File: src/rtl/nonce_uart_tx.sv
// Serialises a strobed 32-bit golden nonce as UART 8N1 bytes, LSB byte first.
// Define NONCE_TX_HEADER_EN to prefix every frame with the HEADER byte.
module nonce_uart_tx #(
   parameter int         CLK_HZ = 50_000_000,
   parameter int         BAUD   = 115_200,
   parameter logic [7:0] HEADER = 8'hA5
) (
   input  logic        hash_clk,
   input  logic        reset,
   input  logic        serial_send,
   input  logic [31:0] golden_nonce,
   output logic        serial_busy,
   output logic        txd,
   output logic        overrun
);
   localparam int DIV = CLK_HZ / BAUD;
   localparam int CW  = $clog2(DIV);
`ifdef NONCE_TX_HEADER_EN
   localparam int NBYTES = 5;
`else
   localparam int NBYTES = 4;
`endif
   localparam int IW = $clog2(NBYTES);
   localparam logic [IW-1:0] LAST = IW'(NBYTES - 1);
   localparam logic [CW-1:0] CNT_MAX = CW'(DIV - 1);

   localparam logic [1:0] S_IDLE  = 2'd0;
   localparam logic [1:0] S_START = 2'd1;
   localparam logic [1:0] S_DATA  = 2'd2;
   localparam logic [1:0] S_STOP  = 2'd3;

   logic [1:0]          state_q, state_d;
   logic [CW-1:0]       cnt_q, cnt_d;
   logic [2:0]          bit_q, bit_d;
   logic [IW-1:0]       byte_q, byte_d;
   logic [NBYTES*8-1:0] shift_q, shift_d;
   logic                txd_q, txd_d;
   logic                ovr_q, ovr_d;
   logic [7:0]          cur_byte;
   logic [2:0]          bit_nxt;
   logic                bit_end;

   assign cur_byte    = shift_q[{byte_q, 3'b000} +: 8];
   assign bit_nxt     = bit_q + 3'd1;
   assign bit_end     = (cnt_q == CNT_MAX);
   assign serial_busy = (state_q != S_IDLE) | serial_send;
   assign txd         = txd_q;
   assign overrun     = ovr_q;

   always_comb begin
      state_d = state_q;
      cnt_d   = cnt_q;
      bit_d   = bit_q;
      byte_d  = byte_q;
      shift_d = shift_q;
      txd_d   = txd_q;
      ovr_d   = ovr_q | (serial_send & (state_q != S_IDLE));
      case (state_q)
         S_IDLE: begin
            txd_d = 1'b1;
            if (serial_send) begin
`ifdef NONCE_TX_HEADER_EN
               shift_d = {golden_nonce, HEADER};
`else
               shift_d = golden_nonce;
`endif
               byte_d  = '0;
               cnt_d   = '0;
               state_d = S_START;
               txd_d   = 1'b0;
            end
         end
         S_START: begin
            if (bit_end) begin
               cnt_d   = '0;
               bit_d   = '0;
               state_d = S_DATA;
               txd_d   = cur_byte[0];
            end else begin
               cnt_d = cnt_q + 1'b1;
            end
         end
         S_DATA: begin
            if (bit_end) begin
               cnt_d = '0;
               if (bit_q == 3'd7) begin
                  state_d = S_STOP;
                  txd_d   = 1'b1;
               end else begin
                  bit_d = bit_nxt;
                  txd_d = cur_byte[bit_nxt];
               end
            end else begin
               cnt_d = cnt_q + 1'b1;
            end
         end
         default: begin
            // Next start bit follows the stop bit directly: no idle gap between bytes.
            if (bit_end) begin
               cnt_d = '0;
               if (byte_q == LAST) begin
                  state_d = S_IDLE;
                  txd_d   = 1'b1;
               end else begin
                  byte_d  = byte_q + 1'b1;
                  state_d = S_START;
                  txd_d   = 1'b0;
               end
            end else begin
               cnt_d = cnt_q + 1'b1;
            end
         end
      endcase
   end

   always_ff @(posedge hash_clk) begin
      if (reset) begin
         state_q <= S_IDLE;
         cnt_q   <= '0;
         bit_q   <= '0;
         byte_q  <= '0;
         shift_q <= '0;
         txd_q   <= 1'b1;
         ovr_q   <= 1'b0;
      end else begin
         state_q <= state_d;
         cnt_q   <= cnt_d;
         bit_q   <= bit_d;
         byte_q  <= byte_d;
         shift_q <= shift_d;
         txd_q   <= txd_d;
         ovr_q   <= ovr_d;
      end
   end
endmodule

File: config.mk
export PLATFORM = sky130hd
export DESIGN_NAME = nonce_uart_tx
export DESIGN_NICKNAME = d
export VERILOG_FILES = /design/src/rtl/nonce_uart_tx.sv
export SDC_FILE = /design/constraint.sdc
export NUM_CORES = 1
export LEC_CHECK = 0
export ABC_CLOCK_PERIOD_IN_PS = 6100
export CAP_MARGIN = 20
export CORE_UTILIZATION = 58
export CTS_CLUSTER_DIAMETER = 80
export CTS_CLUSTER_SIZE = 30
export DETAILED_ROUTE_END_ITERATION = 12
export HOLD_SLACK_MARGIN = 0.15
export PLACE_DENSITY = 0.85
export SETUP_SLACK_MARGIN = 0.5
export SYNTH_ARGS = -nofsm -noshare
export SYNTH_HDL_FRONTEND = slang
export SYNTH_SLANG_ARGS = --single-unit
File: constraint.sdc
create_clock -name hash_clk -period 6.1 [get_ports hash_clk]
set_clock_uncertainty 0.05 [all_clocks]
set_input_delay 1.22 -clock hash_clk [delete_from_list [all_inputs] [get_ports hash_clk]]
set_output_delay 1.22 -clock hash_clk [all_outputs]
set_load 0.03 [all_outputs]
==> results.md, run 1 <==
- The total count of hold-check failures in the final report is 0.
- The number of antenna violations at the first check in global routing is 0.
- The endpoint of the lowest-slack register-to-register path is txd.
- The post-synthesis cell area is 2480 um2.
- The max-slew violation count is 0.
- The aggregate global-route resource usage is 26.6%.
- For this run, the leading register cell type out of synthesis is dfxtp_1.
- Across the run, the number of max-cap violations was 0.
- The initial cell density of the core is 61.0%.
- The via count of the first global-routing pass is 1949.
- The startpoint identified for the worst register-to-register timing path is byte_q[0].
- The maximum clock path buffer count is 2.
- Summed over all cells, the static leakage comes to 1.12 nW.
- The fmax is 221 MHz.
- The number of hold buffers added after cts is 0.
- The reg2reg setup slack is 3.77 ns.
- After detailed routing, the number of vias per cell comes to 5.95.
- The kind of start point of the critical path is an input pin.
- Leaving out fill and tap cells, the most frequent cell in the layout is nand2_1.
- The count of TritonRoute iterations in the first routing pass is 6.
- The number of top-level pins is 38.
- The final layout contains 363 nets.
- After detailed routing, the average wire length per cell comes to 14.9 um.
- The H-tree was split into 2 levels.
- The cell sitting at the root of the clock tree is a clkbuf_8.
- Setup repair after global routing left no endpoint under its margin.
- The worst setup path is captured at a primary output.
- The number of post-CTS setup repair buffers is 0.
- Data on the critical path arrives at its endpoint at 3.26 ns.
- The worst pin sits at a relative slew slack of 31.9%.
- The vertical extent of the die is 67.3 um.
- The final worst hold slack is 0.409 ns.
- In this run, synthesis inferred 0 flip-flops with an integrated enable.
- In the routed design, unresolved DRC markers number 0.
- Once placement finished, the instance area stood at 2830 um2.
- The final setup violation count is 0.
- At the later pin of the worst-skew pair, clock insertion delay measures 0.31 ns.
- The die covers 4530 um2.
- With fillers left out, the area of the finished cells amounts to 2950 um2.
- The share of final-layout standard cells stronger than drive strength 1 is 4.69%.
- Sequential elements use 40.4% of the synthesized area.
- The first-pass GRT wire length is 8.87 mm.
- In the final timing run, aggregate negative setup slack is 0 ns.
- The flip-flop and latch count after synthesis is 50.
- The power density normalized to cell area is 366 nW/um2.
- IR analysis of the VDD net gives a maximum drop of 0.280 mV.
- The type of the worst setup path is in -> out.
- The final global-route overflow total is 0.
- The TritonCTS clock tree is yes.
- The routed layout has 2202 vias.
- The fraction of the cycle the final worst path needs is 74.2%.
- For the worst setup path, the data required time is 4.83 ns.
- The top cell type by area accounts for 40.4% of the synthesized area.
- Input and output buffers added on the ports amount to 37.
- The number of clock buffers added by TritonCTS is 5.
- The flow ran to the end, and the final reports show no timing, DRC or antenna violations.
- During synthesis, Yosys emitted a total of 0 warnings.
- Counting cells, the worst reg-to-reg path comes to 4.
- The net count after synthesis is 337.
- For the pin with the worst max-slew slack, the measured transition is 1.02 ns.
- The iteration-0 DRC count of the detailed router is 213.
- The dominant cell type by count on the critical path is clkdlybuf4s50_1.
- The clock drives 50 sinks.
- The largest fanout of any net on the critical path is 10.
- The remaining antenna violation count after routing is 0.
- The endpoint of the worst setup timing path is serial_busy.
- Row generation in the floorplan step produced 23 rows.
- The signal on the critical path passes through clkdlybuf4s50_1 -> nor2b_1 -> clkinv_1 -> clkdlybuf4s50_1.
- On the critical path, the stage with the largest delay is an instance of clkdlybuf4s50_1.
- Yosys attributes the largest share of cell area to dfxtp_1 (40%), nand2_1 (12%), a21oi_1 (10%).
- The area of the core is 4060 um2.
- The number of different library cells in the post-synthesis netlist is 44.
- The average instance in the mapped netlist occupies 8.45 um2.
- On the worst path, the slowest cell contributes a delay of 0.70 ns.
- 0 antenna diodes ended up in the layout.
- The chip width is 67.3 um.
- The launching instance or port of the critical path is serial_send.
- The share of async-settable or async-resettable flops after synthesis is 0%.
- The smallest clock period supported by the final layout is computed as 4.53 ns.
- The overall routed net length is 5.50 mm.
- In the layout the commonest cells are nand2_1 (78), a21oi_1 (51), dfxtp_1 (50), clkdlybuf4s50_1 (37), nor2_1 (10).
- Entering global routing, the biggest net connects 51 pins.
- The most area-hungry cell type in the Yosys netlist is dfxtp_1.
- At the end of routability-driven placement, the weighted congestion stood at 0.834.
- The detailed-placement wirelength estimate is 3.71 mm.
- In this run the worst hold path is classified as reg -> reg.
- Synthesis produced 293 cells.
- The number of gates resized after CTS was 0.
- After clock tree synthesis, the clock-pin slew on the worst setup and hold paths is 0.09 ns.
- The area growth from synthesis to layout is 19.1%.
-- state kept, by name (all words and copies together), names as in the netlist --
signal and flops:
byte_q 2, cnt_q 9, bit_q 3, overrun 1, txd 1, shift_q 32
state_q 2
-- kinds of logic (layout without fill, tap and decap cells) --
| group | count (synthesis) | in the layout | share of synthesized area (%) |
|---|---|---|---|
| DFF | 50 | 50 | 40.4 |
| AOI/OAI and AO/OA | 76 | 76 | 18.4 |
| buffers and inverters | 27 | 54 | 4.75 |
| muxes | 13 | 13 | 10.6 |
| and+or+nand+nor | 118 | 118 | 21.2 |
| adders and majority gates | 9 | 9 | 4.55 |
-- cells in the mapped netlist, drive strengths merged, types with 4 or more instances --
master / instances
ha: 9
dfxtp: 50
nand3b: 4
a21oi: 51
and3: 4
clkbuf: 16
nand3: 7
o21ai: 7
buf: 4
inv: 6
nand2: 78
nor2: 10
mux4: 8
-- routing by layer --
| layer | part of all wire, % | wire length (um) | track usage (%) |
|---|---|---|---|
| met1 | 44 | 2430 | 33.9 |
| met2 | 47 | 2560 | 42.5 |
| met3 | 7.0 | 384 | 5.74 |
| met4 | 2.3 | 129 | 13.0 |
| met5 | 0 | 0 | 0 |
-- worst min-delay path by stage --
stage	endpoint	startpoint	cells after the start	slack, ns
floorplan	shift_q[11]	shift_q[11]	2	0.38
global placement	shift_q[29]	shift_q[29]	2	0.39
detailed placement	shift_q[3]	shift_q[3]	2	0.40
CTS	shift_q[3]	shift_q[3]	2	0.41
global route	shift_q[3]	shift_q[3]	2	0.43
finish	shift_q[9]	shift_q[9]	2	0.41
-- power by group --
| part | internal, mW | switching, mW |
|---|---|---|
| Sequential | 0.384 | 0.0594 |
| Clock | 0.0941 | 0.117 |
| Combinational | 0.188 | 0.237 |
-- worst max-delay path, delay by kind of cell --
kind	cells	cell delay [ns]
buffers and inverters	3	1.59
AND/OR/NAND/NOR	1	0.46
-- metrics by stage --
step	std cells	power [mW]	setup slack, ns	util [%]
2_1_floorplan	293	0.747	2.93	-
3_3_place_gp	361	0.837	1.69	69.6
3_5_place_dp	361	0.848	1.67	69.6
4_1_cts	369	1.05	1.63	72.0
5_1_grt	370	1.14	1.42	72.6
6_report	370	1.08	1.57	72.6
-- final cells by class --
cell class	instances	area [um2]
fill	310	1110
clock buffer	7	86.3
timing repair buffer	39	405
sequential	50	1000
multi-input combinational	216	1360
inverter	7	26.3
tap	50	62.6
clock inverter	1	8.76
Note: power is estimated with default switching activity, not from simulation.
==> inputs of run 2 (changes only) <==
- ABC_CLOCK_PERIOD_IN_PS: 6100 -> 3750
- CORE_UTILIZATION: 58 -> 48
- PLACE_DENSITY: 0.85 -> 0.75
- clock period: 6.1 -> 3.75 ns (I/O delays scaled with it)
==> run 2 against run 1 <==
Flip-flop and latch count unchanged. Cell count up 5.1%. Die area up 20%.
==> results.md, run 2 (synthesis gave the netlist of run 1 again) <==
- The total count of hold-check failures in the final report was 0 (unchanged).
- The arrival time of the worst setup path was 2.13 ns (-1.13 ns).
- The number of max-cap violations is 0 (unchanged).
- The root buffer selected by CTS is clkbuf_8.
- The number of remaining DRC errors came to 0 (unchanged).
- The number of gates resized after cts is 0 (unchanged).
- The remaining antenna violation count after routing came to 0 (unchanged).
- Dividing the final minimum period by the clock period gives 78.1%.
- The final weighted congestion of routability-driven global placement is 0.814 (-2.4%).
- The critical path capture point type is a primary output.
- The count of TritonRoute iterations in the first routing pass was 4 (-2).
- The reg2reg setup slack came to 1.42 ns (-2.35 ns).
- TritonCTS built the clock tree.
- After layout, the minimum clock period comes to 2.93 ns.
- The area growth from synthesis to layout is 20.0%.
- The number of vias per cell is 5.54 (-6.8%).
- The worst path setup slack after routing is 0.822 ns (-0.751 ns).
- The data required time at the worst endpoint is 2.95 ns (-1.88 ns).
- The part of the total power dissipated in combinational logic came to 38.7% (-0.7 points).
- The slew of the pin with the lowest slew margin is 0.765 ns (-0.254 ns).
- In the layout the commonest cells are nand2_1 (78), a21oi_1 (51), dfxtp_1 (50), clkdlybuf4s50_1 (36), nor2_1 (10).
- The fraction of power consumed by the clock network is 19.6% (about the same).
- The number of antenna violations at the first check in global routing is 0 (unchanged).
- The number of port buffers is 37 (unchanged).
- The flow ran to the end, and the final reports show no timing, DRC or antenna violations.
- The endpoint of the worst hold path is shift_q[26].
- The chip width is 73.8 um (+9.6%).
- The kind of start point of the critical path is an input pin.
- The relative slew slack is 49.0% (+17 points).
- The endpoint identified for the worst register-to-register timing path is txd.
- The number of flip-flops in the largest register is 32 (unchanged).
- The number of post-CTS setup repair buffers came to 0 (unchanged).
- The class of the most critical hold timing path is reg -> reg.
- The post-layout net count is 365 (+0.55%).
- The number of buffers created by CTS was 5 (unchanged).
- The switching share of power was 37.5% (-0.76 points).
- The initial cell density of the core is 51.1% (-10 points).
- The first-pass GRT wire length is 8.91 mm (+0.38%).
- The maximum clock path buffer count was 2 (unchanged).
- Ranked by flip-flop count, first place goes to shift_q.
- The final global-route overflow total came to 0 (unchanged).
- The number of cells on the worst reg-to-reg path is 4 (unchanged).
- The overall routed net length is 5.25 mm (-4.7%).
- In the final layout, the registers with the most flip-flops are shift_q: 32 flops, cnt_q: 9 flops, bit_q: 3 flops.
- The power density normalized to cell area was 579 nW/um2 (+58%).
- The vertical extent of the die is 73.8 um (+9.6%).
- The part of the power in registers was 41.7% (+0.6 points).
- The aggregate global-route resource usage was 21.3% (-5.3 points).
- The maximum vdd ir drop is 0.264 mV (-5.7%).
- The clock insertion delay at the later pin of the skew report came to 0.30 ns (about the same).
- The switching power total is 0.646 mW (+56%).
- The design internal power is 1.08 mW (+61%).
- The final setup violation count was 0 (unchanged).
- The detailed-route wire length per cell is 13.5 um (-9.4%).
- The placement-stage cell area is 2870 um2 (+1.5%).
- The via total after detailed routing is 2157 (-2.0%).
- The type of the worst setup path is in -> out.
- The worst hold path startpoint is shift_q[26].
- The number of top-level pins is 38 (unchanged).
- Based on the critical path, the design can be clocked at up to 341 MHz.
- The detailed-placement wirelength estimate is 3.62 mm (-2.3%).
- The number of cells on the worst hold path came to 2 (unchanged).
- The total negative setup slack came to 0 ns (unchanged).
- The post-layout total power is 1.72 mW (+59%).
- In this run the critical register-to-register path is launched from byte_q[0].
- The most common library cell in the layout ignoring fill and taps is nand2_1.
- The largest fanout of any net on the critical path is 10 (unchanged).
- The area of the die is 5450 um2 (+20%).
- The final standard cell area without fillers came to 2970 um2 (+0.81%).
- The number of diodes came to 0 (unchanged).
- The layout filler cell count was 442 (+43%).
- The number of sinks handled by clock tree synthesis is 50 (unchanged).
- The area of the core was 4850 um2 (+19%).
- The max-slew violation count is 0 (unchanged).
- The standby leakage power came to 1.13 nW (+1.0%).
- The via count of the first global-routing pass is 2028 (+4.1%).
- The iteration-0 DRC count of the detailed router was 99 (-54%).
- The share of final-layout standard cells stronger than drive strength 1 came to 5.59% (+0.90 points).
- Setup repair after global routing left no endpoint under its margin.
- The largest net degree at the start of global routing was 34 (-33%).
- The placement row count is 25 (+8.7%).
- The number of hold buffers added after cts is 0 (unchanged).
- The H-tree depth is 2 (unchanged).
- The worst slack at placement came to 0.523 ns (-1.14 ns).
- The clock-pin transition on the worst setup and hold timing paths is 0.09 ns (about the same).
[run 2: cell count changes in the layout (fill, tap and decap cells not counted)]
cell / change
buf_4: +3
clkinv_4: +2
inv_6: -1
dlymetal6s2s_1: +1
buf_16: -1
clkdlybuf4s50_1: -1
clkbuf_1: -1
[run 2: area by class of cell]
class | count | area [um2] | share of cell area [%]
clock buffers | 6 | 82.6 | 2.78
clock inverters | 2 | 17.5 | 0.589
inverters | 7 | 26.3 | 0.884
multi-input cells | 216 | 1360 | 45.7
flip-flops and latches | 50 | 1000 | 33.7
well taps | 67 | 83.8 | 2.82
repair buffers | 41 | 403 | 13.6
[run 2: worst max-delay path by stage]
stage,from,end,cells after the start,slack (ns)
6_report,serial_send,serial_busy,5,0.82
5_1_grt,serial_send,serial_busy,5,0.74
4_1_cts,serial_send,serial_busy,5,0.52
3_5_place_dp,serial_send,serial_busy,5,0.52
3_3_place_gp,serial_send,serial_busy,5,0.56
2_1_floorplan,state_q[0],serial_busy,6,1.46
[run 2: critical path: stages]
cell             delay, ns
clkdlybuf4s50_1       0.46
nor2b_1               0.15
buf_4                 0.16
clkinv_1              0.26
dlymetal6s2s_1        0.35
[run 2: metrics by stage]
stage | util [%] | hold WS, ns | cells
detailed placement | 59.2 | 0.394 | 381
CTS | 61.2 | 0.407 | 389
global route | 61.3 | 0.428 | 389
finish | 61.3 | 0.406 | 389
global placement | 59.2 | 0.389 | 381
floorplan | - | 0.382 | 293
[run 2: power groups by stage]
stage               combinational (mW)  clock, mW  sequential (mW)
floorplan                        0.517          0            0.698
global placement                 0.655          0            0.726
detailed placement               0.663          0            0.730
finish                           0.666      0.338            0.718
CTS                              0.666      0.344            0.718
global route                     0.752      0.369            0.734
[run 2: routing by layer]
layer | global-route usage (%) | vias up | share of wire [%]
li1 | - | 1086 | -
met1 | 26.4 | 1013 | 45
met2 | 37.0 | 52 | 49
met3 | 4.80 | 6 | 4.4
met4 | 5.98 | 0 | 1.2
met5 | 0 | - | 0
==> inputs of run 3 (changes only) <==
- ABC_CLOCK_PERIOD_IN_PS: 3750 -> 2900
- CORE_UTILIZATION: 48 -> 53
- PLACE_DENSITY: 0.75 -> 0.79
- clock period: 3.75 -> 2.9 ns (I/O delays scaled with it)
==> run 3 against run 2 <==
Non-clock buffer count rose by 3. Combinational power increased by 41%. Clock power is 46% higher. Core utilization increased by 6.5 points. Flip-flop and latch count unchanged. Critical path depth unchanged. Sequential share of layout area is 0.21 points lower. Largest cell class unchanged. Wire length increased by 1.6%. Total power grew 35%. Sequential power up 25%.
==> results.md, run 3 (synthesis gave the netlist of run 1 again) <==
- The run finished with clean final reports.
- The share of final-layout standard cells stronger than drive strength 1 was 7.08% (+1.5 points).
- The register name with the most flops is shift_q.
- The clock insertion delay at the later pin of the skew report is 0.30 ns (about the same).
- In the layout the commonest cells are nand2_1 (78), a21oi_1 (51), dfxtp_1 (50), clkdlybuf4s50_1 (36), nor2_1 (10).
- The wire length on met1 is 2.30 mm (-2.3%).
- The number of diodes is 0 (unchanged).
- The critical path starts at state_q[1].
- The routed design could run at a clock period as short as 2.29 ns.
- The number of top-level pins was 38 (unchanged).
- The post-layout total power was 2.33 mW (+35%).
- The final setup violation count is 0 (unchanged).
- The final worst hold slack is 0.404 ns (-0.00207 ns).
- The library cell used most frequently in the layout, excluding fill and tap cells, is nand2_1.
- The post-layout net count is 368 (+0.82%).
- The maximum vdd ir drop came to 0.554 mV (+110%).
- The largest registers in the layout are shift_q: 32 flops, cnt_q: 9 flops, bit_q: 3 flops.
- The iteration-0 DRC count of the detailed router was 123 (+24%).
- The worst setup path is launched from a flip-flop.
- The sequential standard cell area came to 1000 um2 (unchanged).
- The maximum clock path buffer count is 2 (unchanged).
- The number of post-CTS setup repair buffers is 0 (unchanged).
- The area growth from synthesis to layout is 20.8%.
- The placement-stage cell area is 2870 um2 (+0.13%).
- The remaining antenna violation count after routing was 0 (unchanged).
- The final weighted congestion of routability-driven global placement is 0.855 (+4.9%).
- The number of antenna violations at the first check in global routing is 0 (unchanged).
- The area of the die is 4950 um2 (-9.2%).
- The TritonCTS clock tree is yes.
- The final standard cell area without fillers is 2990 um2 (+0.63%).
- The detailed-placement wirelength estimate came to 3.69 mm (+1.9%).
- The via total after detailed routing is 2151 (-0.28%).
- The fraction of the cycle the final worst path needs is 78.9%.
- The power density normalized to cell area is 779 nW/um2 (+34%).
- The number of port buffers is 37 (unchanged).
- The aggregate global-route resource usage is 23.5% (+2.2 points).
- The largest fanout of any net on the critical path came to 9 (-1).
- The standby leakage power is 1.14 nW (+0.76%).
- The detailed-route wire length per cell was 14.1 um (+4.8%).
- The clock-pin transition on the worst setup and hold timing paths was 0.09 ns (about the same).
- The total count of hold-check failures in the final report is 0 (unchanged).
- The relative slew slack came to 45.2% (-3.9 points).
- The max-slew violation count came to 0 (unchanged).
- The fmax is 437 MHz.
- The startpoint identified for the worst hold timing path is shift_q[11].
- The number of sinks handled by clock tree synthesis came to 50 (unchanged).
- The arrival time of the worst setup path is 1.66 ns (-0.47 ns).
- The class of the most critical hold timing path is reg -> reg.
- The data required time at the worst endpoint is 2.27 ns (-0.68 ns).
- The slew of the pin with the lowest slew margin is 0.823 ns (+0.0579 ns).
- Setup repair after global routing left no endpoint under its margin.
- The final global-route overflow total is 0 (unchanged).
- The via count of the first global-routing pass is 2177 (+7.3%).
- The number of vias per cell is 5.71 (+2.9%).
- The number of remaining DRC errors is 0 (unchanged).
- The layout filler cell count came to 363 (-18%).
- The routed wire length on met3 is 179 um (-22%).
- The initial cell density of the core is 56.1% (+5.0 points).
- The chip width came to 70.4 um (-4.7%).
- The type of the worst setup path is reg -> out.
- The number of flip-flops in the largest register is 32 (unchanged).
- The routed length on met2 is 2.68 mm (+3.4%).
- The worst setup path is captured at a primary output.
- The uppermost metal layer occupied by signal nets is met4.
- The count of TritonRoute iterations in the first routing pass came to 4 (unchanged).
- The area used by multi-input combinational logic was 1360 um2 (+0.37%).
- CTS placed an instance of clkbuf_8 at the clock tree root.
- The largest net degree at the start of global routing was 51 (+50%).
- The area of the core is 4410 um2 (-9.0%).
- The number of buffers created by CTS is 5 (unchanged).
- The number of max-cap violations is 0 (unchanged).
- The reg2reg setup slack came to 0.75 ns (-0.67 ns).
- The overall routed net length came to 5.33 mm (+1.6%).
- The placement row count is 24 (-4.0%).
- The total negative setup slack is 0 ns (unchanged).
- The worst flop-to-flop path startpoint is cnt_q[1].
- The first-pass GRT wire length is 9.33 mm (+4.7%).
- The vertical extent of the die is 70.4 um (-4.7%).
- The H-tree depth is 2 (unchanged).
-- run 3: worst max-delay path: stages (launching register included) --
cell and delay [ns]:
dfxtp_1 0.35, inv_1 0.09, ha_2 0.27, nor2b_2 0.20
clkinv_1 0.09, dlygate4sd2_1 0.35
-- run 3: repair_timing --
| action | 4_1_cts | 5_1_grt |
|---|---|---|
| resized for setup | 1 | 2 |
| hold endpoints to repair | 0 | 0 |
| hold buffers | 0 | 0 |
| setup endpoints to repair | 1 | 1 |
-- run 3: stage by stage --
| step | cells | utilization, % | setup WS [ns] |
|---|---|---|---|
| 4_1_cts | 377 | 67.6 | 0.503 |
| 5_1_grt | 377 | 67.7 | 0.502 |
| 2_1_floorplan | 293 | - | 0.781 |
| 6_report | 377 | 67.7 | 0.612 |
| 3_3_place_gp | 369 | 65.1 | 0.355 |
| 3_5_place_dp | 369 | 65.1 | 0.346 |
-- run 3: report_power, final --
group	internal [mW]	switching, mW
registers	0.809	0.0911
logic	0.415	0.521
clock network	0.257	0.236
total	1.48	0.848
-- run 3: per-layer routing --
| metal | track usage, % | vias to the layer above |
|---|---|---|
| met5 | 0 | - |
| met4 | 12.0 | 0 |
| met3 | 3.46 | 15 |
| met2 | 40.1 | 63 |
| met1 | 28.6 | 984 |
| li1 | - | 1089 |
-- run 3: cell type report --
type                       instances  share of cell area (%)
tap                               52                    2.18
inverter                           7                   0.879
multi-input combinational        216                    45.6
timing repair buffer              44                    14.1
sequential                        50                    33.5
clock buffer                       5                    2.30
clock inverter                     3                    1.51
-- run 3: final timing paths --
path,to,depth (start not counted)
setup / recovery,serial_busy,5
hold / removal,shift_q[11],2
setup reg to reg,cnt_q[8],6
hold reg to reg,shift_q[11],2
